**config.mk**
```make
export PLATFORM = sky130hd
export DESIGN_NAME = mandel_result_arbiter_flat
export DESIGN_NICKNAME = d
export VERILOG_FILES = /design/src/rtl/mandel_pkg.sv /design/src/rtl/mandel_result_arbiter_if.sv /design/src/rtl/mandel_result_arbiter_rr_arbiter.sv /design/src/rtl/mandel_result_arbiter.sv /design/src/flat_wrapper.sv
export SDC_FILE = /design/constraint.sdc
export NUM_CORES = 1
export LEC_CHECK = 0
export ABC_AREA = 1
export BUFFER_PORTS_ARGS = -buffer_cell sky130_fd_sc_hd__buf_2
export CAP_MARGIN = 0
export CORE_ASPECT_RATIO = 0.8
export CORE_MARGIN = 2
export CORE_UTILIZATION = 53
export CTS_CLUSTER_DIAMETER = 60
export CTS_CLUSTER_SIZE = 30
export DETAILED_ROUTE_END_ITERATION = 10
export PLACE_DENSITY = 0.87
export SYNTH_ARGS = -nofsm -noshare
export SYNTH_HDL_FRONTEND = slang
export SYNTH_SLANG_ARGS = --single-unit
```
**constraint.sdc**
```tcl
create_clock -name clk -period 4.5 [get_ports clk]
set_input_delay 0.45 -clock clk [delete_from_list [all_inputs] [get_ports clk]]
set_output_delay 0.45 -clock clk [all_outputs]
set_load 0.005 [all_outputs]
```
**src/rtl/mandel_pkg.sv**
```systemverilog
// Shared constants and the packed FIFO word layout for the Mandelbrot result path.
// The VGA-side unpacker imports the same struct so both ends agree on field positions.
package mandel_pkg;

  localparam int DEF_NUM_WORKERS  = 4;
  localparam int DEF_ADDR_WIDTH   = 19;
  localparam int DEF_ITER_WIDTH   = 8;
  localparam int DEF_DATA_WIDTH   = 32;
  localparam int DEF_FRAME_PIXELS = 307200;
  localparam int DEF_WID_WIDTH    = $clog2(DEF_NUM_WORKERS);

  localparam int ITER_LSB = 0;
  localparam int ADDR_LSB = ITER_LSB + DEF_ITER_WIDTH;
  localparam int WID_LSB  = ADDR_LSB + DEF_ADDR_WIDTH;

  typedef struct packed {
    logic [DEF_DATA_WIDTH-WID_LSB-DEF_WID_WIDTH-1:0] pad;
    logic [DEF_WID_WIDTH-1:0]                        wid;
    logic [DEF_ADDR_WIDTH-1:0]                       addr;
    logic [DEF_ITER_WIDTH-1:0]                       iter;
  } mandel_result_t;

endpackage

```
**src/rtl/mandel_result_arbiter_if.sv**
```systemverilog
// Worker result bus plus FIFO write port for the result arbiter.
// Handshake: a worker result transfers in any cycle where res_valid[i] && res_ready[i];
// the worker holds valid/addr/iter stable until then. fifo_wr is a plain strobe, only
// ever high while fifo_full is low.
interface mandel_result_arbiter_if #(
  parameter int NUM_WORKERS = mandel_pkg::DEF_NUM_WORKERS,
  parameter int ADDR_WIDTH  = mandel_pkg::DEF_ADDR_WIDTH,
  parameter int ITER_WIDTH  = mandel_pkg::DEF_ITER_WIDTH,
  parameter int DATA_WIDTH  = mandel_pkg::DEF_DATA_WIDTH
);
  logic [NUM_WORKERS-1:0]            res_valid;
  logic [NUM_WORKERS-1:0]            res_ready;
  logic [NUM_WORKERS*ADDR_WIDTH-1:0] res_addr;
  logic [NUM_WORKERS*ITER_WIDTH-1:0] res_iter;
  logic                              fifo_full;
  logic                              fifo_wr;
  logic [DATA_WIDTH-1:0]             fifo_data;

  modport master (
    output res_valid, res_addr, res_iter, fifo_full,
    input  res_ready, fifo_wr, fifo_data
  );

  modport slave (
    input  res_valid, res_addr, res_iter, fifo_full,
    output res_ready, fifo_wr, fifo_data
  );
endinterface

```
**src/rtl/mandel_result_arbiter_rr_arbiter.sv**
```systemverilog
// Combinational round-robin search: first set req bit at or after ptr, wrapping.
// N must be a power of two so the index arithmetic wraps for free.
module rr_arbiter #(
  parameter int N     = 4,
  parameter int IDX_W = $clog2(N)
) (
  input  logic [N-1:0]     req,
  input  logic [IDX_W-1:0] ptr,
  input  logic             enable,
  output logic [N-1:0]     grant,
  output logic [IDX_W-1:0] grant_idx
);
  logic [IDX_W-1:0] idx;
  logic             found;

  always_comb begin
    grant     = '0;
    grant_idx = '0;
    found     = 1'b0;
    idx       = '0;
    for (int i = 0; i < N; i++) begin
      idx = ptr + IDX_W'(i);
      if (enable && !found && req[idx]) begin
        found      = 1'b1;
        grant[idx] = 1'b1;
        grant_idx  = idx;
      end
    end
  end
endmodule

```
**src/rtl/mandel_result_arbiter.sv**
```systemverilog
// Round-robin collector of worker pixel results into the worker-to-VGA FIFO, with a
// single registered output slot and a per-frame pixel counter.
module mandel_result_arbiter
  import mandel_pkg::*;
#(
  parameter int NUM_WORKERS  = DEF_NUM_WORKERS,
  parameter int ADDR_WIDTH   = DEF_ADDR_WIDTH,
  parameter int ITER_WIDTH   = DEF_ITER_WIDTH,
  parameter int DATA_WIDTH   = DEF_DATA_WIDTH,
  parameter int FRAME_PIXELS = DEF_FRAME_PIXELS
) (
  input  logic                            clk,
  input  logic                            rst,
  mandel_result_arbiter_if.slave          bus,
  output logic [$clog2(FRAME_PIXELS)-1:0] pixel_count,
  output logic                            frame_done
);
  localparam int IDX_W  = $clog2(NUM_WORKERS);
  localparam int CNT_W  = $clog2(FRAME_PIXELS);
  localparam int A_LSB  = ITER_LSB + ITER_WIDTH;
  localparam int W_LSB  = A_LSB + ADDR_WIDTH;
  localparam logic [CNT_W-1:0] LAST_PIXEL = CNT_W'(FRAME_PIXELS - 1);

  logic [DATA_WIDTH-1:0]  out_word;
  logic                   out_valid;
  logic [IDX_W-1:0]       ptr;
  logic [NUM_WORKERS-1:0] grant;
  logic [IDX_W-1:0]       grant_idx;
  logic                   grant_any;
  logic                   slot_free;
  logic                   wr;
  logic [DATA_WIDTH-1:0]  next_word;

  // The slot can take a new word if empty or if its current word drains this cycle.
  assign slot_free = !out_valid || !bus.fifo_full;
  assign grant_any = |grant;

  rr_arbiter #(.N(NUM_WORKERS), .IDX_W(IDX_W)) u_rr (
    .req       (bus.res_valid),
    .ptr       (ptr),
    .enable    (slot_free && !rst),
    .grant     (grant),
    .grant_idx (grant_idx)
  );

  always_comb begin
    next_word = '0;
    next_word[ITER_LSB +: ITER_WIDTH] = bus.res_iter[int'(grant_idx)*ITER_WIDTH +: ITER_WIDTH];
    next_word[A_LSB +: ADDR_WIDTH]    = bus.res_addr[int'(grant_idx)*ADDR_WIDTH +: ADDR_WIDTH];
    next_word[W_LSB +: IDX_W]         = grant_idx;
  end

  // Gated by rst so a word held across reset is dropped rather than written.
  assign wr            = out_valid && !bus.fifo_full && !rst;
  assign bus.fifo_wr   = wr;
  assign bus.fifo_data = rst ? '0 : out_word;
  assign bus.res_ready = grant;
  assign frame_done    = wr && (pixel_count == LAST_PIXEL);

  always_ff @(posedge clk) begin
    if (rst) begin
      out_valid   <= 1'b0;
      out_word    <= '0;
      ptr         <= '0;
      pixel_count <= '0;
    end else begin
      if (slot_free) begin
        if (grant_any) begin
          out_word  <= next_word;
          out_valid <= 1'b1;
          ptr       <= grant_idx + 1'b1;
        end else begin
          out_valid <= 1'b0;
        end
      end
      if (wr) begin
        pixel_count <= (pixel_count == LAST_PIXEL) ? '0 : pixel_count + 1'b1;
      end
    end
  end
endmodule

```
**src/flat_wrapper.sv**
```systemverilog
// flat-port wrapper written by rule: the top's interface ports become plain ports
module mandel_result_arbiter_flat import mandel_pkg::*;
#(
  parameter int NUM_WORKERS  = DEF_NUM_WORKERS,
  parameter int ADDR_WIDTH   = DEF_ADDR_WIDTH,
  parameter int ITER_WIDTH   = DEF_ITER_WIDTH,
  parameter int DATA_WIDTH   = DEF_DATA_WIDTH,
  parameter int FRAME_PIXELS = DEF_FRAME_PIXELS
)
  (clk, rst, pixel_count, frame_done, bus_res_valid, bus_res_addr, bus_res_iter, bus_fifo_full, bus_res_ready, bus_fifo_wr, bus_fifo_data);
  mandel_result_arbiter_if #(.NUM_WORKERS(NUM_WORKERS), .ADDR_WIDTH(ADDR_WIDTH), .ITER_WIDTH(ITER_WIDTH), .DATA_WIDTH(DATA_WIDTH)) bus_i ();
  input  logic clk;
  input  logic rst;
  output logic [$clog2(FRAME_PIXELS)-1:0] pixel_count;
  output logic frame_done;
  input wire logic [$bits(bus_i.res_valid)-1:0] bus_res_valid;
  input wire logic [$bits(bus_i.res_addr)-1:0] bus_res_addr;
  input wire logic [$bits(bus_i.res_iter)-1:0] bus_res_iter;
  input wire logic [$bits(bus_i.fifo_full)-1:0] bus_fifo_full;
  output wire logic [$bits(bus_i.res_ready)-1:0] bus_res_ready;
  output wire logic [$bits(bus_i.fifo_wr)-1:0] bus_fifo_wr;
  output wire logic [$bits(bus_i.fifo_data)-1:0] bus_fifo_data;
  assign bus_i.res_valid = bus_res_valid;
  assign bus_i.res_addr = bus_res_addr;
  assign bus_i.res_iter = bus_res_iter;
  assign bus_i.fifo_full = bus_fifo_full;
  assign bus_res_ready = bus_i.res_ready;
  assign bus_fifo_wr = bus_i.fifo_wr;
  assign bus_fifo_data = bus_i.fifo_data;
  mandel_result_arbiter #(.NUM_WORKERS(NUM_WORKERS), .ADDR_WIDTH(ADDR_WIDTH), .ITER_WIDTH(ITER_WIDTH), .DATA_WIDTH(DATA_WIDTH), .FRAME_PIXELS(FRAME_PIXELS)) u_core (.clk(clk), .rst(rst), .bus(bus_i), .pixel_count(pixel_count), .frame_done(frame_done));
endmodule
```
==> run summary, run 1 <==
status = completed
sequential share of the synthesized area = 24.5%
multiplexer area fraction after synthesis = 0%
Fill cells = 740
CP startpoint kind = flip-flop
Tot Pwr = 3.32 mW
Worst-Skew Late Latency = 0.30 ns
period utilization = 75.9%
vias in the first global route = 4,390
Netlist cell types = 33
commonest non-fill, non-tap cell in the layout = nand2_1
HPWL Detailed = 8010 um
Power Density = 649 mW/mm^2
number of buffers inserted during clock tree synthesis = 5
Final GP Congestion = 0.929
leading area contributor after synthesis = dfxtp_1
Critical Path AT = 3.57 ns
Crit path largest cell delay = 0.55 ns
post-synthesis register bit count = 51
CP Cell Sequence = inv_2 > ha_1 > inv_1 > nand3_1 > nand2_1 > nand3_2 > nor2_1 > nand2_1 > nand3_1 > nor2_1 > nand2_2 > inv_2 > nand2_1 > o21ai_1
Synth Area per Inst = 5.54 sq um
routed vias = 4,773
CTS Hold Bufs = 0
Routed wire per std cell = 10.8 um
Worst Path Class, Setup = flip-flop to flip-flop
Static Leak = 3.36 nW
Slew headroom = 25.2%
first-pass GRT wire length = 18,600 um
synthesized instance count = 752
largest net degree at the start of global routing = 55
Critical-path top delay cell = dfxtp_1
layout cell share with drive strength beyond 1 = 21.8%
main combinational cell family by area after synthesis = simple AND/OR/NAND/NOR gates
top cell type's share of synthesized area = 24.5%
worst slew pin tran = 1.12 ns
RSZ-0062 raised after global routing = false
Reg clk slew, reported paths = 0.10 ns
area share of fa/ha/maj cells after synthesis = 2.70%
Hold Path Class = flip-flop to flip-flop
Compound-Gate Fraction of Synth Area = 2.85%
DRC = 0
Syn Std Cell Area = 0.00416 sq mm
Post-Synth XOR/XNOR Area = 1.05%
die height = 83.3 um
Worst Path Buf+Inv = 3
vias per cell = 4.74
most used cell, CP = nand2_1
H-Tree Depth = 2
remaining antenna violation count = 0
CTS tree = yes
fin crit period = 3.42 ns
post-CTS setup buffer count = 0
IO Pins = 172
initial drt markers = 244
synth top area cells = dfxtp_1 25%, nand3_1 19%, nand2_1 19%, inv_1 18%, nor2_1 3.4%
Die ar. = 0.00859 sq mm
CP Capture Type = flip-flop
count of port buffers added during placement = 168
endpoints failing setup = 0
post_cts resized = 0
antenna violations before repair = 2
WP data required = 4.66 ns
Setup Total Neg Slack = 0 ns
total grt overflow = 0
Crit Path Max Fanout = 32
most frequent cells in the layout = 206 x nand2_1, 195 x inv_1, 168 x buf_2
Post-Synth Simple-Gate Area = 46.3%
Hold Vio Cnt, Final = 0
yosys warns = 0
Max Fclk = 0.293 GHz
Std-Cell Rows = 28
max-cap viol count = 0
fin. max-slew vios = 0
router iterations before antenna repair = 5
Die W = 103 um
Clock Tree Buf Depth = 2
core area = 0.00750 sq mm
critical path's top delay family = simple AND/OR/NAND/NOR gates
CTS root buffer = clkbuf_8
skew final = 0.00890 ns
final layout net count = 1,022
Syn-to-layout area delta = 23.0%
CTS Sinks = 51
Max VDD drop = 0.430 mV
Routed WL = 10,800 um
Total GRT Usage = 25.7%
Initial Util = 55.5%
-- where the power goes --
group | internal (mW) | switching (mW)
registers | 0.625 | 0.0545
clock network | 0.222 | 0.152
logic | 0.759 | 1.51
total | 1.61 | 1.72
-- state kept, by name, summed over array words and instances (netlist names) --
name,count
u_core.out_word,29
u_core.ptr,2
u_core.out_valid,1
u_core.pixel_count,19
-- worst reg2reg max path: stages, from the launching register on --
cell and delay, ns:
dfxtp_1 0.55, inv_2 0.19, ha_1 0.36, inv_1 0.12
nand3_1 0.08, nand2_1 0.13, nand3_2 0.15, nor2_1 0.26
nand2_1 0.08, nand3_1 0.11, nor2_1 0.07, nand2_2 0.50
inv_2 0.43, nand2_1 0.16, o21ai_1 0.07
-- cell usage after synthesis (all sizes together) --
master and number:
nand2 213, inv 197, nand3 159, dfxtp 51, nor2 41, buf 27, nor3 10, a21oi 9
ha 9, clkbuf 8, nand4 5, nor4 5, xor2 4, o21ai 3, a211oi 2, nor3b 2
o21a 2, a31oi 1, conb 1, nand3b 1, o21bai 1, xnor2 1
-- through the flow --
stage	hold WS, ns	cell area [sq um]	setup WS (ns)	utilization, %	instances
after floorplan	0.463	4170	2.14	-	754
after global placement	0.461	4980	1.19	66.4	996
after detailed placement	0.467	4980	1.13	66.4	996
after CTS	0.481	5110	1.08	68.2	1004
after global routing	0.502	5120	0.719	68.3	1006
final	0.480	5120	1.08	68.3	1006
-- path summary, 6_finish.rpt --
kind	slack (ns)	from	depth (start not counted)	end
setup reg to reg	1.08	u_core.ptr[0]	14	u_core.out_word[28]
hold reg to reg	0.48	u_core.pixel_count[5]	2	u_core.pixel_count[5]
setup / recovery	1.08	u_core.ptr[0]	14	u_core.out_word[28]
hold / removal	0.48	u_core.pixel_count[5]	2	u_core.pixel_count[5]
-- cells by family after synthesis --
group | count (synthesis)
AOI/OAI and AO/OA | 18
other | 1
adders and majority gates | 9
xor gates and xnor gates | 5
buffers and inverters | 232
DFF | 51
and+or+nand+nor | 436
-- routing by layer --
layer	up-vias	global-route usage, %	part of all wire, %
li1	2541	-	-
met1	2050	32.6	44
met2	168	44.7	48
met3	14	3.70	6.6
met4	0	6.94	1.4
met5	-	0	0
-- layout make-up --
cell class / count / area, sq um / share of cell area, %
flip-flops and latches: 51 / 1020 / 19.9
repair buffers: 172 / 871 / 17.0
diodes: 2 / 5.00 / 0.0978
clock buffers: 5 / 68.8 / 1.34
well taps: 105 / 131 / 2.57
clock inverters: 3 / 67.6 / 1.32
multi-input cells: 471 / 2220 / 43.3
inverters: 197 / 739 / 14.4
No activity file was read; power rests on OpenSTA's default activity.
==> inputs of run 2 (changes only) <==
--- a/config.mk
+++ b/config.mk
@@ -10,11 +10,11 @@
 export CAP_MARGIN = 0
 export CORE_ASPECT_RATIO = 0.8
 export CORE_MARGIN = 2
-export CORE_UTILIZATION = 53
+export CORE_UTILIZATION = 45
 export CTS_CLUSTER_DIAMETER = 60
 export CTS_CLUSTER_SIZE = 30
 export DETAILED_ROUTE_END_ITERATION = 10
-export PLACE_DENSITY = 0.87
+export PLACE_DENSITY = 0.79
 export SYNTH_ARGS = -nofsm -noshare
 export SYNTH_HDL_FRONTEND = slang
 export SYNTH_SLANG_ARGS = --single-unit
==> constraint.sdc (replaced) <==
create_clock -name clk -period 3.1 [get_ports clk]
set_input_delay 0.31 -clock clk [delete_from_list [all_inputs] [get_ports clk]]
set_output_delay 0.31 -clock clk [all_outputs]
set_load 0.005 [all_outputs]
==> run summary, run 2 (synthesis results as in run 1) <==
status = completed
Comb pwr share = 67.6%
worst slack, placed = 0.266 ns
CTS Hold Bufs = 0
Routed wire per std cell = 11.2 um
period utilization = 87.6%
WL met3 = 710 um
die height = 90.0 um
Total GRT Usage = 22.3%
CP Capture Type = flip-flop
Max Fclk = 0.368 GHz
worst slew pin tran = 0.530 ns
worst setup margin = 0.385 ns
Static Leak = 3.44 nW
Hold Path Class = input pin to flip-flop
H-Tree Depth = 2
IO Pins = 172
endpoints failing setup = 0
Power Internal = 2.62 mW
first-pass GRT wire length = 19,000 um
NetSw = 2.55 mW
Std-Cell Rows = 31
max FFs per register = 29
RSZ-0062 raised after global routing = false
Metal-1 WL = 5380 um
Routed WL = 11,400 um
Tot Pwr = 5.18 mW
layout cell share with drive strength beyond 1 = 22.6%
core area = 0.00904 sq mm
Fill cells = 956
Syn-to-layout area delta = 26.6%
WP data required = 3.28 ns
CTS Sinks = 51
remaining antenna violation count = 0
Worst Path Class, Setup = flip-flop to flip-flop
CP startpoint kind = flip-flop
Largest Register = u_core.out_word
count of port buffers added during placement = 168
n_diodes = 0
Critical Path AT = 2.90 ns
number of buffers inserted during clock tree synthesis = 5
post-CTS setup buffer count = 0
Hold Vio Cnt, Final = 0
Setup Total Neg Slack = 0 ns
Flop pwr share = 18.8%
router iterations before antenna repair = 5
Regs by FF count = u_core.out_word: 29 flops, u_core.pixel_count: 19 flops, u_core.ptr: 2 flops
Die ar. = 0.0100 sq mm
initial drt markers = 314
fin. max-slew vios = 0
Slew headroom = 64.4%
Reg clk slew, reported paths = 0.07 ns
top layer in use = met4
Power Density = 982 mW/mm^2
DRC = 0
clock power share = 13.6%
CTS tree = yes
Worst-Skew Late Latency = 0.29 ns
Max VDD drop = 0.728 mV
most frequent cells in the layout = 206 x nand2_1, 195 x inv_1, 168 x buf_2
routed wl met2 = 5260 um
Crit Path Max Fanout = 19
routed vias = 4,831
vias in the first global route = 4,227
fin crit period = 2.71 ns
Die W = 112 um
Multi-input gate area = 0.00222 sq mm
CTS root buffer = clkbuf_16
Final GP Congestion = 0.862
Clock Tree Buf Depth = 2
final layout net count = 1,030
largest net degree at the start of global routing = 55
HPWL Detailed = 8630 um
skew final = 0.00462 ns
max-cap viol count = 0
total grt overflow = 0
Register Area = 0.00102 sq mm
switching part of the total = 49.3%
antenna violations before repair = 0
vias per cell = 4.73
post_cts resized = 0
commonest non-fill, non-tap cell in the layout = nand2_1
Initial Util = 46.1%
run 2: cell types whose count changed in the layout (fill, tap and decap cells not counted), sizes merged:
cell   change
buf        +8
diode      -2
run 2: critical path, cell delays in order, from the launching register on:
cell	delay, ns
dfxtp_2	0.43
inv_2	0.13
ha_1	0.34
inv_1	0.12
nand3_1	0.08
nand2_1	0.13
nand3_2	0.16
nor2_1	0.29
nand2_1	0.11
nand3_1	0.13
nor2_1	0.08
nand2_2	0.11
buf_4	0.26
nand2_1	0.11
nand2_1	0.09
nor2_1	0.04
run 2: layer usage:
layer | track usage [%] | vias to the layer above
met1 | 30.1 | 2101
met5 | 0 | -
met2 | 38.5 | 162
li1 | - | 2563
met3 | 3.57 | 5
met4 | 3.50 | 0
run 2: final timing paths:
kind | cells past startpoint | endpoint | slack, ns | startpoint
min | 2 | u_core.pixel_count[14] | 0.37 | rst
max reg2reg | 15 | u_core.ptr[0] | 0.39 | u_core.ptr[0]
min reg2reg | 2 | u_core.pixel_count[5] | 0.48 | u_core.pixel_count[5]
max | 15 | u_core.ptr[0] | 0.39 | u_core.ptr[0]
run 2: per-stage QoR:
| stage | cells | area, sq um | utilization (%) | hold slack (ns) |
|---|---|---|---|---|
| finish | 1022 | 5270 | 58.3 | 0.366 |
| detailed placement | 1014 | 5080 | 56.2 | 0.469 |
| global placement | 1014 | 5080 | 56.2 | 0.463 |
| global route | 1022 | 5270 | 58.3 | 0.375 |
| CTS | 1022 | 5270 | 58.3 | 0.365 |
| floorplan | 754 | 4170 | - | 0.463 |
run 2: area by class of cell:
| type | count | share of cell area, % |
|---|---|---|
| clock inverters | 3 | 1.28 |
| inverters | 197 | 14.1 |
| multi-input cells | 471 | 42.0 |
| well taps | 115 | 2.73 |
| clock buffers | 5 | 2.37 |
| flip-flops and latches | 51 | 19.4 |
| repair buffers | 180 | 18.1 |
run 2: power groups by stage:
stage / Combinational (mW) / Clock [mW] / Sequential [mW]
after global placement: 3.43 / 0 / 0.979
after floorplan: 2.70 / 0 / 0.982
final: 3.50 / 0.706 / 0.971
after global routing: 4.03 / 0.752 / 0.995
after detailed placement: 3.48 / 0 / 0.986
after CTS: 3.50 / 0.721 / 0.972
==> inputs of run 3 (changes only) <==
--- a/config.mk
+++ b/config.mk
@@ -15,6 +15,7 @@
 export CTS_CLUSTER_SIZE = 30
 export DETAILED_ROUTE_END_ITERATION = 10
 export PLACE_DENSITY = 0.79
+export REMOVE_ABC_BUFFERS = 1
 export SYNTH_ARGS = -nofsm -noshare
 export SYNTH_HDL_FRONTEND = slang
 export SYNTH_SLANG_ARGS = --single-unit
==> run summary, run 3 (synthesis results as in run 1) <==
remaining antenna violation count = 0
Routed wire per std cell = 11.3 um
CTS Sinks = 51
Setup Total Neg Slack = 0 ns
Core Util, Final = 58.0%
number of buffers inserted during clock tree synthesis = 5
total grt overflow = 0
RSZ-0062 raised after global routing = false
Slew headroom = 63.3%
Fill cells = 968
CTS root buffer = clkbuf_16
Die W = 112 um
Hold Vio Cnt, Final = 0
first-pass GRT wire length = 19,900 um
endpoints failing setup = 0
Initial Util = 46.1%
most frequent cells in the layout = 206 x nand2_1, 195 x inv_1, 168 x buf_2
Worst-Skew Late Latency = 0.28 ns
vias in the first global route = 4,421
Static Leak = 3.42 nW
DP Area = 0.00508 sq mm
fin crit period = 2.79 ns
Worst Path Class, Setup = flip-flop to flip-flop
commonest non-fill, non-tap cell in the layout = nand2_1
HPWL Detailed = 8810 um
count of port buffers added during placement = 168
Syn-to-layout area delta = 25.9%
Crit path largest cell delay = 0.49 ns
Final GP Congestion = 0.891
largest net degree at the start of global routing = 51
Register Area = 0.00102 sq mm
Power Density = 980 mW/mm^2
Routed WL = 11,600 um
IO Pins = 172
fin. max-slew vios = 0
Critical Path AT = 2.97 ns
vias per cell = 4.70
period utilization = 90.1%
dpl cells = 1,013
Die ar. = 0.0100 sq mm
n_diodes = 0
Max Fclk = 0.358 GHz
antenna violations before repair = 0
Regs by FF count = u_core.out_word: 29 flops, u_core.pixel_count: 19 flops, u_core.ptr: 2 flops
Std-Cell Rows = 31
Total GRT Usage = 23.3%
Multi-input gate area = 0.00222 sq mm
worst slew pin tran = 0.546 ns
Clock Tree Buf Depth = 2
final layout net count = 1,029
Crit Path Max Fanout = 17
most used cell, CP = nand2_1
Largest Register = u_core.out_word
CP Cell Sequence = inv_1 > ha_1 > inv_1 > nand3_1 > nand2_1 > nand3_2 > nor2_1 > nand2_1 > nand3_1 > nor2_1 > nand2_2 > buf_4 > nand2_1 > nand2_1 > nor2_1
CP startpoint kind = flip-flop
WP data required = 3.28 ns
DRC = 0
initial drt markers = 244
max FFs per register = 29
routed vias = 4,796
Hold Path Class = input pin to flip-flop
status = completed
Critical-path top delay cell = dfxtp_1
max-cap viol count = 0
router iterations before antenna repair = 5
CP Capture Type = flip-flop
Final Non-Filler Cells = 1,020
H-Tree Depth = 2
CTS tree = yes
Reg clk slew, reported paths = 0.07 ns
cell area after layout = 0.00524 sq mm
layout cell share with drive strength beyond 1 = 22.3%
skew final = 0.00573 ns
Max VDD drop = 0.576 mV
die height = 90.0 um
core area = 0.00904 sq mm
## run 3: cell types whose count changed in the layout (fill, tap and decap cells not counted)
| cell | before | now |
|---|---|---|
| bufinv_16 | 2 | 1 |
| clkbuf_1 | 0 | 1 |
| buf_12 | 2 | 3 |
| buf_4 | 10 | 8 |
| clkinvlp_4 | 1 | 0 |
## run 3: where the power goes
group | internal [mW] | switching, mW
clock network | 0.377 | 0.233
registers | 0.909 | 0.0788
logic | 1.29 | 2.26
## run 3: critical path, delay by kind of cell, from the launching register on
kind                       cells  cell delay [ns]
DFF                            1             0.49
and+or+nand+nor               11             1.26
buffers and inverters          3             0.59
adders and majority gates      1             0.35
## run 3: final cells by class
type                            count  share of cell area [%]
Timing Repair Buffer              179                    18.3
Clock buffer                        6                    2.46
Multi-Input combinational cell    471                    42.3
Clock inverter                      1                   0.573
Sequential cell                    51                    19.5
Tap cell                          115                    2.74
Inverter                          197                    14.1
## run 3: final timing paths
path	endpoint	slack, ns	from	cells past startpoint
max reg2reg	u_core.ptr[0]	0.31	u_core.ptr[1]	15
min	u_core.pixel_count[16]	0.38	rst	2
min reg2reg	u_core.pixel_count[5]	0.49	u_core.pixel_count[5]	2
max	u_core.ptr[0]	0.31	u_core.ptr[1]	15
## run 3: through the flow
step | total power [mW] | worst slack, ns | hold WS (ns)
2_1_floorplan | 3.40 | 0.0454 | 0.379
3_3_place_gp | 4.48 | 0.360 | 0.473
3_5_place_dp | 4.54 | 0.274 | 0.484
4_1_cts | 5.16 | 0.258 | 0.374
5_1_grt | 5.74 | 0.0385 | 0.388
6_report | 5.14 | 0.308 | 0.378
## run 3: repair_timing
item	in CTS	in global routing
resized for setup	0	3
setup buffers	0	0
setup endpoints to repair	0	21
hold buffers	0	0
## run 3: metal layers
| layer | up-vias | track usage, % | routed length, um |
|---|---|---|---|
| met1 | 2067 | 30.8 | 5370 |
| met2 | 158 | 38.8 | 5200 |
| li1 | 2557 | - | - |
| met5 | - | 0 | 0 |
| met3 | 14 | 4.86 | 853 |
| met4 | 0 | 5.86 | 153 |
